**config.mk**
```make
export PLATFORM = sky130hd
export DESIGN_NAME = adc_spi_reader
export DESIGN_NICKNAME = d
export VERILOG_FILES = /design/src/rtl/adc_spi_reader.sv
export SDC_FILE = /design/constraint.sdc
export NUM_CORES = 1
export LEC_CHECK = 0
export CAP_MARGIN = 20
export CORE_UTILIZATION = 40
export CTS_CLUSTER_DIAMETER = 200
export DETAILED_ROUTE_END_ITERATION = 16
export MAX_ROUTING_LAYER = met4
export PLACE_DENSITY = 0.61
export SYNTH_ARGS = -nofsm -noshare
export SYNTH_HDL_FRONTEND = slang
export SYNTH_SLANG_ARGS = --single-unit
```
**constraint.sdc**
```tcl
create_clock -name clk -period 2.51 [get_ports clk]
set_input_delay 0.502 -clock clk [delete_from_list [all_inputs] [get_ports clk]]
set_output_delay 0.502 -clock clk [all_outputs]
set_load 0.005 [all_outputs]
```
**src/rtl/adc_spi_reader.sv**
```systemverilog
// adc_spi_reader: SPI register reader for an ADC serial control port.
// A start request sends a 16-bit frame (8-bit address, 8-bit data) MSB first
// and captures the ADC readback during the data half of the frame.
// Optional feature macro: ADC_RD_AUTO_READOUT_EN -- wraps the read frame in a
// write 0x0001 / write 0x0000 pair, separated by SEN-high gaps.
module adc_spi_reader #(
  parameter int unsigned HALF_DIV = 32
) (
  input  logic       clk,
  input  logic       rst_n,
  input  logic       start,
  input  logic [7:0] addr,
  output logic       spi_sen,
  output logic       spi_sclk,
  output logic       spi_sdat,
  input  logic       spi_sdout,
  output logic [7:0] rdata,
  output logic       busy,
  output logic       done
);

`ifdef ADC_RD_AUTO_READOUT_EN
  typedef enum logic [2:0] {IDLE, SETUP, SHIFT, HOLD, DONE, GAP} state_t;
`else
  typedef enum logic [2:0] {IDLE, SETUP, SHIFT, HOLD, DONE} state_t;
`endif

  localparam logic [7:0] RELOAD = 8'(HALF_DIV - 1);

  state_t      state, state_nx;
  logic [7:0]  half_cnt, half_nx;
  logic [3:0]  bit_cnt, bit_nx;
  logic        phase, phase_nx;   // 0: SCLK-high half, 1: SCLK-low half
  logic [7:0]  addr_q;
  logic [7:0]  addr_src;
  logic [7:0]  shift_q;
  logic [15:0] word_nx;
  logic        half_end;
  logic        read_frame;
  logic        sen_d, sclk_d, sdat_d, busy_d, done_d;

`ifdef ADC_RD_AUTO_READOUT_EN
  logic [1:0]  frame_idx, frame_nx;
`endif

  assign half_end = (half_cnt == 8'd0);

  // The address is registered on the start cycle, but the first SDAT bit is
  // driven from that same cycle, so the live input is used while still idle.
  assign addr_src = (state == IDLE) ? addr : addr_q;

  // Frame word seen by the output stage (indexed by the next frame number).
  always_comb begin
`ifdef ADC_RD_AUTO_READOUT_EN
    case (frame_nx)
      2'd0:    word_nx = 16'h0001;
      2'd1:    word_nx = {addr_src, 8'h00};
      default: word_nx = 16'h0000;
    endcase
    read_frame = (frame_idx == 2'd1);
`else
    word_nx    = {addr_src, 8'h00};
    read_frame = 1'b1;
`endif
  end

  // State and counter register.
  always_ff @(posedge clk or negedge rst_n) begin
    if (!rst_n) begin
      state    <= IDLE;
      half_cnt <= '0;
      bit_cnt  <= '0;
      phase    <= 1'b0;
`ifdef ADC_RD_AUTO_READOUT_EN
      frame_idx <= '0;
`endif
    end else begin
      state    <= state_nx;
      half_cnt <= half_nx;
      bit_cnt  <= bit_nx;
      phase    <= phase_nx;
`ifdef ADC_RD_AUTO_READOUT_EN
      frame_idx <= frame_nx;
`endif
    end
  end

  // Next-state and next-counter logic.
  always_comb begin
    state_nx = state;
    half_nx  = half_cnt;
    bit_nx   = bit_cnt;
    phase_nx = phase;
`ifdef ADC_RD_AUTO_READOUT_EN
    frame_nx = frame_idx;
`endif
    case (state)
      IDLE: begin
        if (start) begin
          state_nx = SETUP;
          half_nx  = RELOAD;
          bit_nx   = '0;
          phase_nx = 1'b0;
`ifdef ADC_RD_AUTO_READOUT_EN
          frame_nx = '0;
`endif
        end
      end
      SETUP: begin
        if (half_end) begin
          state_nx = SHIFT;
          half_nx  = RELOAD;
          bit_nx   = '0;
          phase_nx = 1'b0;
        end else begin
          half_nx = half_cnt - 8'd1;
        end
      end
      SHIFT: begin
        if (half_end) begin
          half_nx = RELOAD;
          if (!phase) begin
            phase_nx = 1'b1;
          end else begin
            phase_nx = 1'b0;
            bit_nx   = bit_cnt + 4'd1;
            if (bit_cnt == 4'd15) state_nx = HOLD;
          end
        end else begin
          half_nx = half_cnt - 8'd1;
        end
      end
      HOLD: begin
        if (half_end) begin
`ifdef ADC_RD_AUTO_READOUT_EN
          if (frame_idx != 2'd2) begin
            state_nx = GAP;
            half_nx  = RELOAD;
            phase_nx = 1'b0;
            frame_nx = frame_idx + 2'd1;
          end else begin
            state_nx = DONE;
            half_nx  = '0;
          end
`else
          state_nx = DONE;
          half_nx  = '0;
`endif
        end else begin
          half_nx = half_cnt - 8'd1;
        end
      end
`ifdef ADC_RD_AUTO_READOUT_EN
      GAP: begin
        if (half_end) begin
          half_nx = RELOAD;
          if (!phase) begin
            phase_nx = 1'b1;
          end else begin
            phase_nx = 1'b0;
            state_nx = SETUP;
          end
        end else begin
          half_nx = half_cnt - 8'd1;
        end
      end
`endif
      DONE:    state_nx = IDLE;
      default: state_nx = IDLE;
    endcase
  end

  // Output decode from the next state so the registered pins line up with it.
  always_comb begin
    sen_d  = 1'b1;
    sclk_d = 1'b1;
    sdat_d = 1'b0;
    busy_d = 1'b0;
    done_d = 1'b0;
    case (state_nx)
      SETUP: begin
        sen_d  = 1'b0;
        busy_d = 1'b1;
        sdat_d = word_nx[15];
      end
      SHIFT: begin
        sen_d  = 1'b0;
        busy_d = 1'b1;
        sclk_d = ~phase_nx;
        sdat_d = word_nx[4'd15 - bit_nx];
      end
      HOLD: begin
        sen_d  = 1'b0;
        busy_d = 1'b1;
      end
`ifdef ADC_RD_AUTO_READOUT_EN
      GAP:  busy_d = 1'b1;
`endif
      DONE: done_d = 1'b1;
      default: ;
    endcase
  end

  // Registered serial pins and status flags.
  always_ff @(posedge clk or negedge rst_n) begin
    if (!rst_n) begin
      spi_sen  <= 1'b1;
      spi_sclk <= 1'b1;
      spi_sdat <= 1'b0;
      busy     <= 1'b0;
      done     <= 1'b0;
    end else begin
      spi_sen  <= sen_d;
      spi_sclk <= sclk_d;
      spi_sdat <= sdat_d;
      busy     <= busy_d;
      done     <= done_d;
    end
  end

  // Address capture, readback shifting and result update.
  always_ff @(posedge clk or negedge rst_n) begin
    if (!rst_n) begin
      addr_q  <= '0;
      shift_q <= '0;
      rdata   <= '0;
    end else begin
      if (state == IDLE && start) addr_q <= addr;
      if (state == SHIFT && phase && half_end && bit_cnt[3] && read_frame)
        shift_q <= {shift_q[6:0], spi_sdout};
      if (state_nx == DONE) rdata <= shift_q;
    end
  end

endmodule

```
==> results of run 1 <==
==> state kept, by name, summed over array words and instances, names as in the netlist <==
name / flops
bit_cnt: 4
half_cnt: 8
spi_sen: 1
state: 3
shift_q: 8
busy: 1
addr_q: 8
phase: 1
done: 1
spi_sdat: 1
spi_sclk: 1
rdata: 8
==> worst paths after layout <==
kind | slack [ns] | depth (start not counted) | end | start
worst max register to register | 0.19 | 10 | spi_sdat | half_cnt[0]
worst min-delay path | 0.20 | 1 | done | rst_n
worst max-delay path | 0.19 | 10 | spi_sdat | half_cnt[0]
min in group clk | 0.51 | 1 | addr_q[6] | addr_q[6]
worst min register to register | 0.51 | 1 | addr_q[6] | addr_q[6]
max in group asynchronous | 1.67 | 2 | spi_sen | rst_n
==> what timing repair did <==
| item | 4_1_cts | 5_1_grt |
|---|---|---|
| endpoints found under the hold margin | 0 | 0 |
| setup endpoints to repair | 0 | 3 |
| setup buffers | 0 | 1 |
| resized for setup | 0 | 0 |
==> power breakdown <==
group / switching (W) / internal [W] / total, W
combinational: 0.000410 / 0.000430 / 0.000840
clock: 0.000245 / 0.000324 / 0.000569
sequential: 0.000154 / 0.000902 / 0.00106
==> metal layers <==
metal | wire length (um) | share of wire, % | vias to the layer above | global-route usage, %
li1 | - | - | 792 | -
met1 | 2170 | 51 | 794 | 22.6
met4 | 38 | 0.89 | 0 | 5.47
met5 | 0 | 0 | - | -
met2 | 1930 | 45 | 24 | 23.9
met3 | 152 | 3.5 | 4 | 3.45
==> area by class of cell <==
cell class	instances	area, um2	share of cell area [%]
inverters	6	22.5	0.813
well taps	70	87.6	3.16
flip-flops and latches	45	1130	40.8
clock inverters	2	37.5	1.36
repair buffers	39	348	12.6
clock buffers	6	82.6	2.98
multi-input cells	138	1060	38.4
==> synth_stat cells (2+ instances only) <==
| library cell | instances | area, um2 |
|---|---|---|
| a21oi_1 | 6 | 30.0 |
| nor3b_1 | 2 | 15.0 |
| ha_1 | 3 | 37.5 |
| or3_2 | 2 | 15.0 |
| nor2b_1 | 2 | 12.5 |
| nand2_1 | 15 | 56.3 |
| dfrtp_1 | 43 | 1080 |
| nor2_1 | 12 | 45.0 |
| nor3_1 | 4 | 20.0 |
| o21ai_0 | 15 | 75.1 |
| or3_1 | 2 | 12.5 |
| dfstp_2 | 2 | 52.6 |
| a31oi_1 | 2 | 12.5 |
| nand3_1 | 5 | 25.0 |
| nor3_2 | 2 | 20.0 |
| clkbuf_1 | 3 | 11.3 |
| mux2i_1 | 15 | 150 |
| a22o_1 | 2 | 17.5 |
| mux2_2 | 24 | 270 |
| buf_6 | 2 | 22.5 |
| inv_1 | 6 | 22.5 |
==> critical path, delay by kind of cell (launching register included) <==
| kind | cells | cell delay, ns |
|---|---|---|
| compound gates | 4 | 0.56 |
| fa+ha+maj | 1 | 0.23 |
| buf+inv | 2 | 0.27 |
| flops | 1 | 0.38 |
| mux | 1 | 0.13 |
| simple gates | 2 | 0.64 |
==> kinds of logic (layout without fill, tap and decap cells) <==
logic type | after synthesis | in the layout
adder cells (fa/ha/maj) | 3 | 3
flip-flops | 45 | 45
multiplexers | 39 | 39
AND/OR/NAND/NOR | 57 | 57
AO/OA/AOI/OAI | 37 | 37
buffers and inverters | 13 | 53
XOR/XNOR | 2 | 2
==> per-stage QoR <==
step | setup WS [ns] | area (um2) | cells | hold slack (ns)
after floorplan | 0.270 | 2260 | 196 | 0.206
after global placement | 0.157 | 2640 | 297 | 0.488
after detailed placement | 0.131 | 2640 | 297 | 0.495
after CTS | 0.137 | 2760 | 305 | 0.232
after global routing | 0.0317 | 2770 | 306 | 0.254
final | 0.191 | 2770 | 306 | 0.204
==> run metrics, run 1 <==
largest family of logic cells by synthesized area=multiplexers; vias post-DR=about 1600; nets=between 200 and 300; Post-Syn Area=between 2000 and 2500 um2; YS warnings=0; RSZ-0062 raised after global routing=false; vias in the first global route=between 1500 and 2000; most common cell after layout, fill and taps aside=dfrtp_1; Peak supply drop=461 uV; CTS tree=built; first-pass GRT wire length=roughly 7500 um; Hold Buf Count CTS=0; final-report hold violation count=0; Cell Chain, Critical Path=inv_1 -> ha_1 -> or4b_1 -> nor4_2 -> buf_4 -> a31oi_1 -> o21ai_0 -> o31ai_2 -> mux2i_1 -> a22o_1; worst path required time=around 2.7 ns; post-synthesis compound-gate area fraction=11.0%; dpl hpwl=about 3200 um; top-level I/O count=25; initial antenna violation count=0; Hold Crit Class=in2async; normalized max-slew margin=a little under three fifths; area added between synthesis and finish=22.7%; Final Max Slew Viols=0; number of synthesized flops with an enable pin=0; Avg Cell Area, Syn=about 12 um2; Max Buffers Root-to-Sink=2; grt ovf=0; DRT Wirelength=about 4300 um; final clock skew=0.00882 ns; fmax=431 MHz; Clock Latency Late Sink=roughly 0.29 ns; crit end category=flip-flop; Core ar.=around 5300 um2; CP max stage cell=or4b_1; largest net degree at the start of global routing=29; status=complete, no violations; placer's final routability congestion estimate=approximately 0.90; Total Power Consumption=about 0.0025 W; ys flop type=dfrtp_1; gr usage total=about 16%; layout cells sized above 1=between 20 and 30%; syn nets=between 200 and 250; final period utilization=92.4%; Post-Synth Simple-Gate Area=15.0%; Via density=about 5.3; Post-Synthesis Cells=about 200; Arrival @ worst endpoint=roughly 2.5 ns; Root Buffer=clkbuf_8; Final ANT Viol Nets=0; Lkg Pwr=~1.2 nW; share of synthesized flip-flops with an asynchronous set or reset=between 90% and 100%; # rows=26; Pwr Density=890 nW/um2; Die ar.=5940 um2; initial core utilization=~43%; die span in y=just under 80 um; Max Cap Viol=0; post-synthesis sequential area ratio=between 50% and 60%; CTS clock-pin slew for the worst setup and hold paths=about 0.090 ns; Critical Path Max Stage Delay=0.49 ns; worst slew pin tran=~0.67 ns; Num CTS Buffers=5; Filler cells=around 490; Startpoint Class=flip-flop; commonest cells after routing, fill and taps aside=dfrtp_1 (43), mux2_2 (24), clkdlybuf4s50_1 (23); Final Util=around 53%; xor/xnor share of the synthesized area=less than 1%; 1st-iter DRT viols=64; maximum fanout along the worst path=5; DRC violations left=0; total number of H-tree levels=2; Final min period=between 2 and 2.5 ns; register bit count reported by yosys=45; post-synthesis mux area share=between 10% and 20%; Final setup viols=0; CTS Sinks=45; Port Buf Inserts=24; critical path type=reg2reg; WL/cell=~14 um; Synth Area in Adders=under 10%; setup TNS=0 ns; Cell variety after synth=48; die width=approximately 77 um; Antenna Cells=0; 1st-pass router iterations=4
Note: power is estimated with default switching activity, not from simulation.
==> inputs of run 2 (changes only) <==
--- a/config.mk
+++ b/config.mk
@@ -7,7 +7,7 @@
 export LEC_CHECK = 0
 export CAP_MARGIN = 20
 export CORE_UTILIZATION = 40
-export CTS_CLUSTER_DIAMETER = 200
+export CTS_CLUSTER_DIAMETER = 60
 export DETAILED_ROUTE_END_ITERATION = 16
 export MAX_ROUTING_LAYER = met4
 export PLACE_DENSITY = 0.61
==> results of run 2 <==
The final DEF is identical to that of run 1; final timing and power are the same.
